$ cat src/rtl/wb_ppfifo_to_mem.sv
// wb_ppfifo_to_mem: Wishbone master that drains a ping-pong FIFO block into
// two host-armed memory buffers, switching buffers as each one fills.
`timescale 1ns/1ps
`default_nettype none

module wb_ppfifo_to_mem #(
  parameter logic [31:0] DEFAULT_MEM_0_BASE = 32'h0000_0000,
  parameter logic [31:0] DEFAULT_MEM_1_BASE = 32'h0010_0000
) (
  input  logic        clk,
  input  logic        rst,
  output logic [31:0] debug,
  input  logic        i_enable,
  input  logic [31:0] i_memory_0_base,
  input  logic [31:0] i_memory_0_size,
  input  logic        i_memory_0_ready,
  output logic [31:0] o_memory_0_count,
  output logic        o_memory_0_finished,
  output logic        o_memory_0_empty,
  output logic [31:0] o_default_mem_0_base,
  input  logic [31:0] i_memory_1_base,
  input  logic [31:0] i_memory_1_size,
  input  logic        i_memory_1_ready,
  output logic [31:0] o_memory_1_count,
  output logic        o_memory_1_finished,
  output logic        o_memory_1_empty,
  output logic [31:0] o_default_mem_1_base,
  output logic        o_write_finished,
  output logic        o_mem_we,
  output logic        o_mem_stb,
  output logic        o_mem_cyc,
  output logic [3:0]  o_mem_sel,
  output logic [31:0] o_mem_adr,
  output logic [31:0] o_mem_dat,
  input  logic [31:0] i_mem_dat,
  input  logic        i_mem_ack,
  input  logic        i_mem_int,
  input  logic        i_ppfifo_rdy,
  output logic        o_ppfifo_act,
  input  logic [23:0] i_ppfifo_size,
  output logic        o_ppfifo_stb,
  input  logic [31:0] i_ppfifo_data
);

  typedef enum logic [3:0] {
    IDLE     = 4'd0,
    WRITE    = 4'd1,
    POP      = 4'd2,
    WAIT_ACK = 4'd3
  } state_t;

  state_t state, next_state;

  logic [1:0][31:0] base_q, size_q, count_q;
  logic [1:0][31:0] in_base, in_size;
  logic [1:0]       in_ready, arm, empty_q, fin_q;
  logic             active_q, wbuf_q, cyc_q, act_q, wr_fin_q;
  logic [31:0]      adr_q, dat_q, count_inc;
  logic [23:0]      rd_count_q;
  logic             sel, any_armed, start, issue, ack_ev, done, hit;
  logic             unused_ok;

  assign in_base  = {i_memory_1_base, i_memory_0_base};
  assign in_size  = {i_memory_1_size, i_memory_0_size};
  assign in_ready = {i_memory_1_ready, i_memory_0_ready};
  assign arm      = {in_ready[1] && (in_size[1] != 32'd0),
                     in_ready[0] && (in_size[0] != 32'd0)};

  assign any_armed = ~&empty_q;
  // Effective buffer: leave an empty active buffer as soon as the other is armed.
  assign sel = (empty_q[active_q] && !empty_q[~active_q]) ? ~active_q : active_q;

  assign start  = (state == IDLE) && i_enable && i_ppfifo_rdy && !act_q &&
                  (i_ppfifo_size != 24'd0) && any_armed;
  assign issue  = (state == WRITE) && !cyc_q;
  assign ack_ev = (state == WRITE) && cyc_q && i_mem_ack;
  assign done   = (state == WAIT_ACK) && !i_mem_ack && (rd_count_q == i_ppfifo_size);

  assign count_inc = count_q[wbuf_q] + 32'd1;
  assign hit       = ack_ev && (count_inc == size_q[wbuf_q]);

  always_ff @(posedge clk or negedge rst) begin
    if (!rst) state <= IDLE;
    else      state <= next_state;
  end

  always_comb begin
    next_state = state;
    case (state)
      IDLE:     if (start) next_state = WRITE;
      WRITE:    if (ack_ev) next_state = POP;
      POP:      next_state = WAIT_ACK;
      WAIT_ACK: begin
        if (done)                                      next_state = IDLE;
        else if (!i_mem_ack && i_enable && any_armed)  next_state = WRITE;
      end
      default:  next_state = IDLE;
    endcase
  end

  always_ff @(posedge clk or negedge rst) begin
    if (!rst) begin
      base_q     <= '0;
      size_q     <= '0;
      count_q    <= '0;
      empty_q    <= 2'b11;
      fin_q      <= 2'b00;
      active_q   <= 1'b0;
      wbuf_q     <= 1'b0;
      cyc_q      <= 1'b0;
      act_q      <= 1'b0;
      wr_fin_q   <= 1'b0;
      adr_q      <= 32'd0;
      dat_q      <= 32'd0;
      rd_count_q <= 24'd0;
    end else begin
      fin_q    <= 2'b00;
      wr_fin_q <= 1'b0;

      // Address and data are captured once, so a re-arm mid-write cannot move them.
      if (issue) begin
        cyc_q  <= 1'b1;
        wbuf_q <= sel;
        adr_q  <= base_q[sel] + count_q[sel];
        dat_q  <= i_ppfifo_data;
      end else if (ack_ev) begin
        cyc_q <= 1'b0;
      end

      if (start) begin
        act_q      <= 1'b1;
        rd_count_q <= 24'd0;
      end else if (done) begin
        act_q    <= 1'b0;
        wr_fin_q <= 1'b1;
      end else if (ack_ev) begin
        rd_count_q <= rd_count_q + 24'd1;
      end

      if (ack_ev) count_q[wbuf_q] <= count_inc;
      if (hit) begin
        fin_q[wbuf_q]   <= 1'b1;
        empty_q[wbuf_q] <= 1'b1;
      end

      // Arming comes last so it overrides a finish on the same buffer.
      for (int n = 0; n < 2; n++) begin
        if (arm[n]) begin
          base_q[n]  <= in_base[n];
          size_q[n]  <= in_size[n];
          count_q[n] <= 32'd0;
          empty_q[n] <= 1'b0;
        end
      end

      active_q <= hit ? ~wbuf_q : sel;
    end
  end

  assign o_mem_cyc = cyc_q;
  assign o_mem_stb = cyc_q;
  assign o_mem_we  = cyc_q;
  assign o_mem_sel = cyc_q ? 4'hF : 4'h0;
  assign o_mem_adr = adr_q;
  assign o_mem_dat = dat_q;

  assign o_ppfifo_act     = act_q;
  assign o_ppfifo_stb     = (state == POP);
  assign o_write_finished = wr_fin_q;

  assign o_memory_0_count    = count_q[0];
  assign o_memory_1_count    = count_q[1];
  assign o_memory_0_finished = fin_q[0];
  assign o_memory_1_finished = fin_q[1];
  assign o_memory_0_empty    = empty_q[0];
  assign o_memory_1_empty    = empty_q[1];

  assign o_default_mem_0_base = DEFAULT_MEM_0_BASE;
  assign o_default_mem_1_base = DEFAULT_MEM_1_BASE;

  assign debug = {23'd0, empty_q[1], empty_q[0], active_q, i_ppfifo_rdy, act_q, state};

  assign unused_ok = ^{i_mem_dat, i_mem_int};

endmodule

`default_nettype wire

$ cat config.mk
export PLATFORM = sky130hd
export DESIGN_NAME = wb_ppfifo_to_mem
export DESIGN_NICKNAME = d
export VERILOG_FILES = /design/src/rtl/wb_ppfifo_to_mem.sv
export SDC_FILE = /design/constraint.sdc
export NUM_CORES = 1
export LEC_CHECK = 0
export BUFFER_PORTS_ARGS = -buffer_cell sky130_fd_sc_hd__buf_2
export CORE_MARGIN = 5
export CORE_UTILIZATION = 54
export DETAILED_ROUTE_END_ITERATION = 10
export PLACE_DENSITY_LB_ADDON = 0.2
export SETUP_SLACK_MARGIN = 0.2
export SYNTH_ARGS = -nofsm -noshare
export SYNTH_HDL_FRONTEND = slang
export SYNTH_SLANG_ARGS = --single-unit
$ cat constraint.sdc
create_clock -name clk -period 5.7 [get_ports clk]
set_input_delay 0.855 -clock clk [delete_from_list [all_inputs] [get_ports clk]]
set_output_delay 0.855 -clock clk [all_outputs]
set_load 0.01 [all_outputs]
==> impl_results.md <==
- Status: completed
- TNS Setup: 0 ps
- Total number of vias: 14670
- Post-cts resize count: 0
- CTS Buffer Depth: 3
- Delay-heaviest family, CP: compound AO/OA/AOI/OAI gates
- Yosys cell types: 75
- Crit path DAT: 4890 ps
- CP bufs+invs: 1
- Antenna violations before repair: 2
- Die area: 35170 um^2
- CP Capture Type: register
- P per Cell Area: 328.5 nW/um^2
- Main flop type after synthesis: dfrtp_1
- Min cycle time layout: 4533 ps
- Met1 wire length: 20.76 mm
- # H-tree levels: 2
- Clock skew: 13.55 ps
- DRT Pass-1 Iters: 5
- Crit path setup slack, layout: 1167 ps
- P&R area growth vs syn: 16.30%
- Final RePlAce weighted congestion: 0.9314
- Root Buffer: clkbuf_16
- Layout filler cell count: 2776
- Worst Hold Class: input pin to async pin
- Placed Area: 18670 um^2
- Final Hold Fails: 0
- Design Area, Final: 19800 um^2
- Pleak: 9.908 nW
- Peak supply drop: 0.0002213 V
- Die H: 187.5 um
- Largest net degree at the start of global routing: 128
- Avg WL per Cell: 19.08 um
- Number of port buffers: 339
- Crit path top cell by count: o21ai_0
- CP startpoint kind: register
- MaxCap Viol Count: 0
- Final setup fails: 0
- GRT Residual Overflow: 0
- First-pass GRT wire length: 78.71 mm
- Post-DP HPWL: 36.42 mm
- Worst skew pair latency: 520 ps
- Commonest non-fill, non-tap cells in the layout: 527 x nand2_1, 338 x buf_2, 288 x dfrtp_1
- Register area share after synthesis: 42.80%
- Gr usage total: 27.47%
- Tightest Pin Transition: 1103 ps
- Ys Warns: 0
- # Post-CTS Setup Buffers: 0
- Worst setup path class: register to register
- Syn Inst Count: 1907
- Share of layout cells above drive strength 1: 23.85%
- Final period util: 79.53%
- Worst Path Max Fanout: 20
- Async S/R FF share, synth: 100.0%
- RSZ-0062 raised after global routing: false
- Die width: 187.5 um
- Worst-path clk slew: 60 ps
- Core Box Area: 31310 um^2
- Post-synth EDFFs: 0
- Post-Place Setup Slack: 1282 ps
- Vias per std cell: 5.579
- Vias in the first global route: 14570
- I/O pins: 462
- Worst relative slew slack: 26.49%
- CTS Sinks: 291
- Crit path cell chain: maj3_2 -> buf_4 -> mux2_2 -> ha_1 -> o21ai_0 -> nor2_1 -> a21oi_1 -> o21ai_0 -> a21oi_1 -> o2111ai_1 -> a31oi_1 -> xor2_1 -> o21ai_0
- Seq cells post-synth: 291
- Most common cell after layout, fill and taps aside: nand2_1
- WL met3: 3.776 mm
- Hold buffers post-CTS: 0
- Post-synth top area share: 42.49%
- CP max-delay cell: dfstp_2
- Fmax: 220.6 MHz
- CTS buffer count: 35
- Met2 wire length: 23.92 mm
- Slowest Stage Delay on Critical Path: 560 ps
- Final Max Slew Viols: 0
- Yosys top cell by area: dfrtp_1
- DRC: 0
- Synthesized area per cell: 8.926 um^2
- Highest routed layer: met5
- Total Routed Length: 50.17 mm
- Dominant cells by area after synthesis: dfrtp_1 42%, nand2_1 12%, mux2_2 6.5%, xor2_1 4.8%, buf_4 4.5%
- Post-DRT Antenna Nets: 0
- Overall power: 6.502 mW
- CTS tree: built
- NumNets Final: 2466
- Initial core utilization: 54.36%
- Rows: 65
- Cell area after synthesis: 17020 um^2
- Critical Path RT: 6060 ps
- Initial DRC count: 1135
## flip-flops by register name, summed over array words and instances, names as in the netlist, 2 cells and up
signal / count
o_memory_1_count: 32
empty_q: 2
rd_count_q: 24
state: 2
base_q: 64
fin_q: 2
o_mem_dat: 32
o_mem_adr: 32
o_memory_0_count: 32
size_q: 64
## metal layers
| layer | vias up | GRT usage [%] |
|---|---|---|
| li1 | 6869 | - |
| met1 | 7082 | 36.37 |
| met2 | 600 | 45.19 |
| met3 | 113 | 5.938 |
| met4 | 2 | 9.176 |
| met5 | - | 0 |
## cell type report
class | instances | area, um^2 | share of cell area, %
multi-input combinational | 1504 | 8957 | 45.25
antenna | 1 | 2.502 | 0.01264
timing repair buffer | 355 | 1864 | 9.417
clock inverter | 9 | 95.09 | 0.4803
sequential | 291 | 7286 | 36.80
tap | 402 | 503.0 | 2.541
clock buffer | 50 | 1025 | 5.176
inverter | 17 | 63.81 | 0.3223
## cell usage after synthesis, drive strengths merged, types with 14 or more instances
cell,instances
or3,33
and3,14
o21ai,102
xnor2,86
buf,126
clkbuf,56
nand3,38
dfrtp,289
mux2,99
nor2,81
inv,17
xor2,94
mux2i,17
nand4,27
nor4,31
nand2,528
a21oi,97
ha,37
## final timing paths
kind                            startpoint             endpoint  slack [ps]  cells after the start
worst max-delay path            empty_q[0]        o_mem_adr[30]        1170                     13
worst min-delay path                   rst         o_mem_dat[3]         400                      1
worst max register to register  empty_q[0]        o_mem_adr[30]        1170                     13
worst min register to register  base_q[37]           base_q[37]         470                      2
max in group asynchronous              rst  o_memory_0_count[4]        3950                      2
min in group clk                base_q[37]           base_q[37]         470                      2
## metrics by stage
step           hold slack (ps)  std cells  util [%]
5_1_grt                  457.2       2628     63.22
6_report                 397.3       2629     63.22
2_1_floorplan            440.1       1994         -
4_1_cts                  434.6       2628     63.22
3_3_place_gp             452.1       2569     59.64
3_5_place_dp             456.7       2569     59.64
## power breakdown
group | switching [mW] | internal [mW]
Combinational | 0.966 | 0.703
Sequential | 0.245 | 2.39
Clock | 0.859 | 1.33
## cells by family (layout without fill, tap and decap cells)
group | Yosys count | in the layout | synth area share, %
AOI/OAI and AO/OA | 277 | 277 | 9.622
xor gates and xnor gates | 181 | 181 | 9.438
adders and majority gates | 39 | 39 | 2.896
buffers and inverters | 199 | 431 | 6.807
DFF | 291 | 291 | 42.80
muxes | 116 | 116 | 7.549
other | 2 | 90 | 0.04412
and+or+nand+nor | 802 | 802 | 20.85
Power figures use the tool's default switching activity.
